**config.mk**
```make
export PLATFORM = sky130hd
export DESIGN_NAME = alu_cmd_sequencer
export DESIGN_NICKNAME = d
export VERILOG_FILES = /design/src/rtl/alu_pkg.sv /design/src/rtl/alu_cmd_fifo.sv /design/src/rtl/alu_cmd_sequencer.sv
export SDC_FILE = /design/constraint.sdc
export NUM_CORES = 1
export LEC_CHECK = 0
export BUFFER_PORTS_ARGS = -buffer_cell sky130_fd_sc_hd__buf_2
export CORE_MARGIN = 4
export CORE_UTILIZATION = 55
export DETAILED_ROUTE_END_ITERATION = 6
export HOLD_SLACK_MARGIN = 0.15
export PLACE_DENSITY = 0.88
export SLEW_MARGIN = 20
export SYNTH_ARGS = -nofsm -noshare
export SYNTH_HDL_FRONTEND = slang
export SYNTH_SLANG_ARGS = --single-unit
```
**constraint.sdc**
```tcl
create_clock -name clk -period 3.4 [get_ports clk]
set_clock_uncertainty 0.15 [all_clocks]
set_input_delay 0.51 -clock clk [delete_from_list [all_inputs] [get_ports clk]]
set_output_delay 0.51 -clock clk [all_outputs]
set_load 0.01 [all_outputs]
```
**src/rtl/alu_pkg.sv**
```systemverilog
// Shared opcode map, operand limits and sequencer state encoding for the ALU front end.
package alu_pkg;

  localparam logic [5:0] OP_CLR      = 6'd0;
  localparam logic [5:0] OP_PASS_A   = 6'd1;
  localparam logic [5:0] OP_PASS_B   = 6'd2;
  localparam logic [5:0] OP_NEG_A    = 6'd3;
  localparam logic [5:0] OP_FACT     = 6'd4;
  localparam logic [5:0] OP_EXP      = 6'd5;
  localparam logic [5:0] OP_ADD      = 6'd6;
  localparam logic [5:0] OP_SUB      = 6'd7;
  localparam logic [5:0] OP_MUL      = 6'd8;
  localparam logic [5:0] OP_DIV      = 6'd9;
  localparam logic [5:0] OP_AND      = 6'd10;
  localparam logic [5:0] OP_OR       = 6'd11;
  localparam logic [5:0] OP_XOR      = 6'd12;
  localparam logic [5:0] OP_NOT_ACC  = 6'd13;
  localparam logic [5:0] OP_INC_ACC  = 6'd14;
  localparam logic [5:0] OP_DEC_ACC  = 6'd15;
  localparam logic [5:0] OP_FACT_ACC = 6'd16;
  localparam logic [5:0] OP_EXP_ACC  = 6'd17;
  localparam logic [5:0] OP_ADD_ACC  = 6'd18;
  localparam logic [5:0] OP_SUB_ACC  = 6'd19;
  localparam logic [5:0] OP_MUL_ACC  = 6'd20;
  localparam logic [5:0] OP_DIV_ACC  = 6'd21;
  localparam logic [5:0] OP_AND_ACC  = 6'd22;
  localparam logic [5:0] OP_OR_ACC   = 6'd23;
  localparam logic [5:0] OP_XOR_ACC  = 6'd24;
  localparam logic [5:0] OP_MAX      = OP_XOR_ACC;

  // Largest operands whose factorial / exponential still fit the 32-bit result.
  localparam int FACT_LIMIT = 12;
  localparam int EXP_LIMIT  = 22;

  typedef enum logic [1:0] {
    ST_IDLE = 2'd0,
    ST_EXEC = 2'd1,
    ST_RESP = 2'd2
  } seq_state_e;

endpackage

```
**src/rtl/alu_cmd_fifo.sv**
```systemverilog
// Registered command FIFO: an entry written at one edge is readable after it.
module alu_cmd_fifo #(
  parameter int DEPTH = 4,
  parameter int DW    = 38
) (
  input  logic          clk,
  input  logic          reset_n,
  input  logic          push,
  input  logic [DW-1:0] wr_data,
  input  logic          pop,
  output logic [DW-1:0] rd_data,
  output logic          full,
  output logic          empty
);

  localparam int AW = $clog2(DEPTH);

  logic [DW-1:0] mem [DEPTH];
  logic [AW:0]   wr_ptr, rd_ptr;
  logic          do_push, do_pop;

  // Extra pointer bit distinguishes full from empty when the indices match.
  assign full    = (wr_ptr[AW] != rd_ptr[AW]) && (wr_ptr[AW-1:0] == rd_ptr[AW-1:0]);
  assign empty   = (wr_ptr == rd_ptr);
  assign do_push = push && !full;
  assign do_pop  = pop && !empty;
  assign rd_data = mem[rd_ptr[AW-1:0]];

  // Storage array, written only on an accepted push.
  always_ff @(posedge clk) begin
    if (do_push) mem[wr_ptr[AW-1:0]] <= wr_data;
  end

  // Read/write pointers; reset empties the queue.
  always_ff @(posedge clk or negedge reset_n) begin
    if (!reset_n) begin
      wr_ptr <= '0;
      rd_ptr <= '0;
    end else begin
      if (do_push) wr_ptr <= wr_ptr + 1'b1;
      if (do_pop)  rd_ptr <= rd_ptr + 1'b1;
    end
  end

endmodule

```
**src/rtl/alu_cmd_sequencer.sv**
```systemverilog
// Command front end for the accumulator ALU: queues commands, screens illegal
// opcodes/operands, drives the ALU, owns the accumulator and returns responses.
//
//   state   | meaning
//   --------+----------------------------------------------------------
//   ST_IDLE | waiting; pops and classifies the next queued command
//   ST_EXEC | ALU inputs driven, down-counter runs to alu_out sample
//   ST_RESP | response presented, held until rsp_ready
module alu_cmd_sequencer
  import alu_pkg::*;
#(
  parameter int DEPTH = 4,
  parameter int LAT   = 1,
  parameter int W     = 16
) (
  input  logic           clk,
  input  logic           reset_n,
  input  logic           cmd_valid,
  output logic           cmd_ready,
  input  logic [5:0]     cmd_op,
  input  logic [W-1:0]   cmd_a,
  input  logic [W-1:0]   cmd_b,
  output logic           rsp_valid,
  input  logic           rsp_ready,
  output logic [2*W-1:0] rsp_result,
  output logic           rsp_err,
  output logic [W-1:0]   rsp_acc,
  output logic [W-1:0]   alu_a,
  output logic [W-1:0]   alu_b,
  output logic [W-1:0]   alu_acc,
  output logic [5:0]     alu_sel,
  input  logic [2*W-1:0] alu_out,
  output logic           busy
);

  localparam int FW = 6 + 2 * W;
  localparam int CW = (LAT > 1) ? $clog2(LAT) : 1;
  localparam logic [W-1:0] FACT_LIM = W'(FACT_LIMIT);
  localparam logic [W-1:0] EXP_LIM  = W'(EXP_LIMIT);

  seq_state_e     state_q, state_d;
  logic [CW-1:0]  cnt_q, cnt_d;
  logic [W-1:0]   acc_q, acc_d, a_q, a_d, b_q, b_d;
  logic [5:0]     sel_q, sel_d;
  logic [2*W-1:0] res_q, res_d;
  logic           err_q, err_d;

  logic           fifo_full, fifo_empty, fifo_pop;
  logic [FW-1:0]  fifo_rd;
  logic [5:0]     f_op;
  logic [W-1:0]   f_a, f_b;
  logic           range_err;

  alu_cmd_fifo #(.DEPTH(DEPTH), .DW(FW)) u_fifo (
    .clk     (clk),
    .reset_n (reset_n),
    .push    (cmd_valid),
    .wr_data ({cmd_op, cmd_a, cmd_b}),
    .pop     (fifo_pop),
    .rd_data (fifo_rd),
    .full    (fifo_full),
    .empty   (fifo_empty)
  );

  assign {f_op, f_a, f_b} = fifo_rd;

  // Operands the ALU cannot represent: divide by zero, factorial/exp overflow.
  assign range_err = ((f_op == OP_DIV || f_op == OP_DIV_ACC) && f_b == '0)
                  || (f_op == OP_FACT     && f_a   > FACT_LIM)
                  || (f_op == OP_FACT_ACC && acc_q > FACT_LIM)
                  || (f_op == OP_EXP      && f_a   > EXP_LIM)
                  || (f_op == OP_EXP_ACC  && acc_q > EXP_LIM);

  assign cmd_ready  = !fifo_full;
  assign rsp_valid  = (state_q == ST_RESP);
  assign rsp_result = res_q;
  assign rsp_err    = err_q;
  assign rsp_acc    = acc_q;
  assign alu_a      = a_q;
  assign alu_b      = b_q;
  assign alu_acc    = acc_q;
  assign alu_sel    = sel_q;
  assign busy       = (state_q != ST_IDLE) || !fifo_empty;

  // Next-state and datapath updates; everything holds unless a state acts on it.
  always_comb begin
    state_d  = state_q;
    cnt_d    = cnt_q;
    acc_d    = acc_q;
    a_d      = a_q;
    b_d      = b_q;
    sel_d    = sel_q;
    res_d    = res_q;
    err_d    = err_q;
    fifo_pop = 1'b0;
    case (state_q)
      ST_IDLE: begin
        if (!fifo_empty) begin
          fifo_pop = 1'b1;
          state_d  = ST_RESP;
          res_d    = '0;
          if (f_op == OP_CLR) begin
            acc_d = '0;
            a_d   = '0;
            b_d   = '0;
            sel_d = OP_CLR;
            err_d = 1'b0;
          end else if (f_op > OP_MAX || range_err) begin
            err_d = 1'b1;
          end else begin
            a_d     = f_a;
            b_d     = f_b;
            sel_d   = f_op;
            cnt_d   = CW'(LAT - 1);
            state_d = ST_EXEC;
          end
        end
      end
      ST_EXEC: begin
        if (cnt_q == '0) begin
          res_d   = alu_out;
          acc_d   = alu_out[W-1:0];
          err_d   = 1'b0;
          state_d = ST_RESP;
        end else begin
          cnt_d = cnt_q - CW'(1);
        end
      end
      ST_RESP: begin
        if (rsp_ready) state_d = ST_IDLE;
      end
      default: state_d = ST_IDLE;
    endcase
  end

  // State, wait counter, accumulator, ALU operand and response registers.
  always_ff @(posedge clk or negedge reset_n) begin
    if (!reset_n) begin
      state_q <= ST_IDLE;
      cnt_q   <= '0;
      acc_q   <= '0;
      a_q     <= '0;
      b_q     <= '0;
      sel_q   <= '0;
      res_q   <= '0;
      err_q   <= 1'b0;
    end else begin
      state_q <= state_d;
      cnt_q   <= cnt_d;
      acc_q   <= acc_d;
      a_q     <= a_d;
      b_q     <= b_d;
      sel_q   <= sel_d;
      res_q   <= res_d;
      err_q   <= err_d;
    end
  end

endmodule

```
==> implementation parameters <==
Parameter                              Value

Cells and area
  Final-stage net count    888
  Share of layout cells above drive strength 1    0.3470
  Filler Cell Count    969
  Area Growth Syn to Fin    27.43%
  Final instance area    12320 um^2

Yosys
  Number of warnings issued by yosys    0
  Cell count after synthesis    558
  Number of nets produced by synthesis    637
  Mean instance size in the synthesized netlist    17.33 um^2
  Number of different library cells in the post-synthesis netlist    45
  Number of enable-type register cells in the synthesized netlist    152
  Share of synthesized registers carrying an async set or reset    0.3846
  Post-synthesis register bit count    247
  Combined area of all synthesized cells    9671 um^2
  Sequential fraction of the synthesis area    0.7178
  Most instantiated flip-flop cell in the synthesis netlist    sky130_fd_sc_hd__edfxtp_1

Hold path
  WHS Path Cells    3
  Hold wc startpoint    rsp_ready
  Type of the tightest min-delay check    primary input to flip-flop

STA
  Max-slew headroom at the worst pin    0.5116
  Final worst path period share    0.9581
  Setup TNS    0 ns
  Max Slew Vio Count    0
  Count of final hold-check violations    0
  Maximum clock frequency    307.0 MHz
  Final Setup Violations    0
  Pin slew with the least headroom to its limit    0.7327 ns
  Period minus WS final    3.258 ns
  RSZ-0062 raised after global routing    no

Worst setup path
  Largest fanout on the critical path    25
  Crit path arrival time    3.52 ns
  Critical path launch point type    flip-flop
  Worst Path Class, Setup    flip-flop to flip-flop
  Crit end category    flip-flop
  Launch point of the worst reg-to-reg path    u_fifo.rd_ptr[0]
  Worst setup path startpoint    u_fifo.rd_ptr[0]
  Required time worst endpoint    3.67 ns
  R2r worst-path depth    8

Placed design
  GPL Wtd Cong    0.9137
  Port bufs    179
  Cell area after placement    10730 um^2
  Half-perimeter wire length of the detailed placement result    15.02 mm

Die
  Effective utilization at floorplan    0.5610
  Die Wd    140.6 um
  Floorplan die height    140.6 um
  Number of I/O pins    180
  Die ar.    19770 um^2
  Core region area    17240 um^2
  Number of placement rows    48

Route
  Detailed router's first-iteration violation count    384
  Vias    6125
  DRC violations left    0
  Vias per std cell    5.811
  Routed wire per std cell    23.02 um
  Final wirelength    24.27 mm
  Number of routed nets with antenna violations    0
  Initial DRT Pass Iterations    5

Clocking
  Worst skew pair latency    0.52 ns
  CTS Sinks    247
  Clock transition at the register clock pins on the worst setup and hold paths after CTS    0.06 ns
  Root Driver    sky130_fd_sc_hd__clkbuf_16
  Maximum buffer depth of the clock tree    3
  CTS tree    built
  TritonCTS buffer count    25
  H-tree levels    1

Pwr
  Power density normalized to cell area    939.8 nW/um^2
  Final total power    11.58 mW
  Leakage Power    5.232 nW
  Part of the power in combinational logic    0.351
  Power dissipated by switching net loads    3.934 mW
  Relative contribution of the clock network to total power    0.246
  Net switching share of the total power    0.3397
  Sequential Power Share    0.403
  Power Internal    7.647 mW
  Peak VDD IR    514.2 uV

Global routing
  Number of antenna violations at the first check in global routing    2
  Global-route wire length before repair    36.78 mm
  Global routing usage summed across all routing layers    0.2406
  Total overflow reported by the global router    0
  Largest net degree at the start of global routing    49
  Via count of the first global-routing pass    6280

Outcome
  Status    completed

Run
  Max-cap violation count    0
==> per-layer routing <==
layer,GRT usage,routed length [um],vias up
met5,0,0,-
met2,0.4158,12350,390
met1,0.3094,9038,3062
met4,0.07598,734,0
met3,0.04953,2148,58
li1,-,-,2615
==> placed cells by master (no fill, tap or decap), types with 5 or more instances in the layout <==
| cell type | netlist | final |
|---|---|---|
| sky130_fd_sc_hd__ha_1 | 5 | 5 |
| sky130_fd_sc_hd__dfrtp_1 | 95 | 93 |
| sky130_fd_sc_hd__mux4_2 | 38 | 38 |
| sky130_fd_sc_hd__clkbuf_16 | 0 | 25 |
| sky130_fd_sc_hd__clkinv_2 | 0 | 7 |
| sky130_fd_sc_hd__inv_1 | 37 | 37 |
| sky130_fd_sc_hd__bufinv_16 | 0 | 5 |
| sky130_fd_sc_hd__buf_2 | 4 | 178 |
| sky130_fd_sc_hd__a22o_1 | 48 | 48 |
| sky130_fd_sc_hd__mux2i_1 | 32 | 32 |
| sky130_fd_sc_hd__nand2_1 | 38 | 38 |
| sky130_fd_sc_hd__nor4_1 | 6 | 6 |
| sky130_fd_sc_hd__edfxtp_1 | 152 | 152 |
| sky130_fd_sc_hd__xor2_1 | 5 | 5 |
| sky130_fd_sc_hd__buf_4 | 19 | 13 |
| sky130_fd_sc_hd__mux2_1 | 5 | 5 |
| sky130_fd_sc_hd__dlygate4sd3_1 | 0 | 71 |
==> power by group through the flow <==
stage	registers [mW]	logic, mW	clock network [mW]
after detailed placement	4.68	3.90	0
after CTS	4.64	4.01	2.89
after floorplan	4.75	2.48	0
after global routing	4.73	4.38	3.03
final	4.66	4.07	2.85
after global placement	4.61	3.74	0
==> worst max-delay path, cell delays in order (launching register included) <==
cell and delay, ns:
sky130_fd_sc_hd__dfrtp_2 0.38, sky130_fd_sc_hd__buf_12 0.23, sky130_fd_sc_hd__mux4_2 0.56, sky130_fd_sc_hd__or4_1 0.56
sky130_fd_sc_hd__nor2_1 0.17, sky130_fd_sc_hd__a31o_2 0.23, sky130_fd_sc_hd__and4_4 0.32, sky130_fd_sc_hd__buf_6 0.25
sky130_fd_sc_hd__mux2i_1 0.28
==> registers in the layout (all words and copies together), names as in the netlist, 2 cells and up <==
register       flops
alu_a             16
u_fifo.rd_ptr      3
state_q            2
u_fifo.mem       152
alu_sel            6
alu_b             16
u_fifo.wr_ptr      3
alu_acc           16
rsp_result        32
==> final timing paths <==
path / end / slack (ns)
max in group asynchronous: u_fifo.rd_ptr[0] / 1.94
min reg2reg: u_fifo.wr_ptr[2] / 0.34
max reg2reg: alu_b[13] / 0.14
max: alu_b[13] / 0.14
min in group asynchronous: rsp_result[10] / 0.33
min: state_q[1] / 0.18
==> layout make-up <==
| class | count | area [um^2] | area share |
|---|---|---|---|
| diodes | 2 | 5.005 | 0.0004061 |
| clock buffers | 29 | 650.6 | 0.05280 |
| clock inverters | 16 | 209.0 | 0.01696 |
| inverters | 37 | 138.9 | 0.01127 |
| multi-input cells | 231 | 2312 | 0.1876 |
| flip-flops and latches | 247 | 6944 | 0.5635 |
| well taps | 225 | 281.5 | 0.02284 |
| repair buffers | 267 | 1782 | 0.1446 |
==> repair_timing <==
item | 4_1_cts | 5_1_grt
hold endpoints to repair | 231 | 0
gates resized for setup | 0 | 4
setup endpoints to repair | 0 | 32
hold buffers | 71 | 0
buffers inserted | 0 | 0
==> cell families after synthesis <==
logic type | count (synthesis) | share of synthesized area
flops | 247 | 0.7178
simple gates | 80 | 0.04153
compound gates | 63 | 0.05460
xor+xnor | 7 | 0.006340
mux | 76 | 0.1286
fa+ha+maj | 5 | 0.006469
buf+inv | 80 | 0.04464
==> Yosys cell counts (3+ instances only) <==
library cell,count,share of area
sky130_fd_sc_hd__nor4_1,6,0.0039
sky130_fd_sc_hd__mux2i_1,32,0.033
sky130_fd_sc_hd__inv_1,37,0.014
sky130_fd_sc_hd__buf_1,4,0.0016
sky130_fd_sc_hd__ha_1,5,0.0065
sky130_fd_sc_hd__mux2_1,5,0.0058
sky130_fd_sc_hd__buf_4,19,0.015
sky130_fd_sc_hd__and3_1,8,0.0052
sky130_fd_sc_hd__buf_6,3,0.0035
sky130_fd_sc_hd__o21ai_0,3,0.0016
sky130_fd_sc_hd__mux4_2,38,0.088
sky130_fd_sc_hd__a22o_1,48,0.043
sky130_fd_sc_hd__xor2_1,5,0.0045
sky130_fd_sc_hd__clkbuf_1,11,0.0043
sky130_fd_sc_hd__dfrtp_1,95,0.25
sky130_fd_sc_hd__nor2_1,5,0.0019
sky130_fd_sc_hd__edfxtp_1,152,0.47
sky130_fd_sc_hd__a31oi_1,3,0.0019
sky130_fd_sc_hd__buf_2,4,0.0021
sky130_fd_sc_hd__nand2_1,38,0.015
sky130_fd_sc_hd__nor3_1,4,0.0021
==> per-stage QoR <==
stage               std cells  worst slack, ns  utilization  hold WS, ns
finish                   1054           0.1423       0.7149       0.1776
global route             1054          0.02219       0.7149       0.1670
CTS                      1052          0.03180       0.7139       0.1633
detailed placement        936           0.1263       0.6228       0.3284
global placement          936           0.3114       0.6228       0.3171
floorplan                 558           0.4917            -      0.06441
No activity file was read; power rests on OpenSTA's default activity.
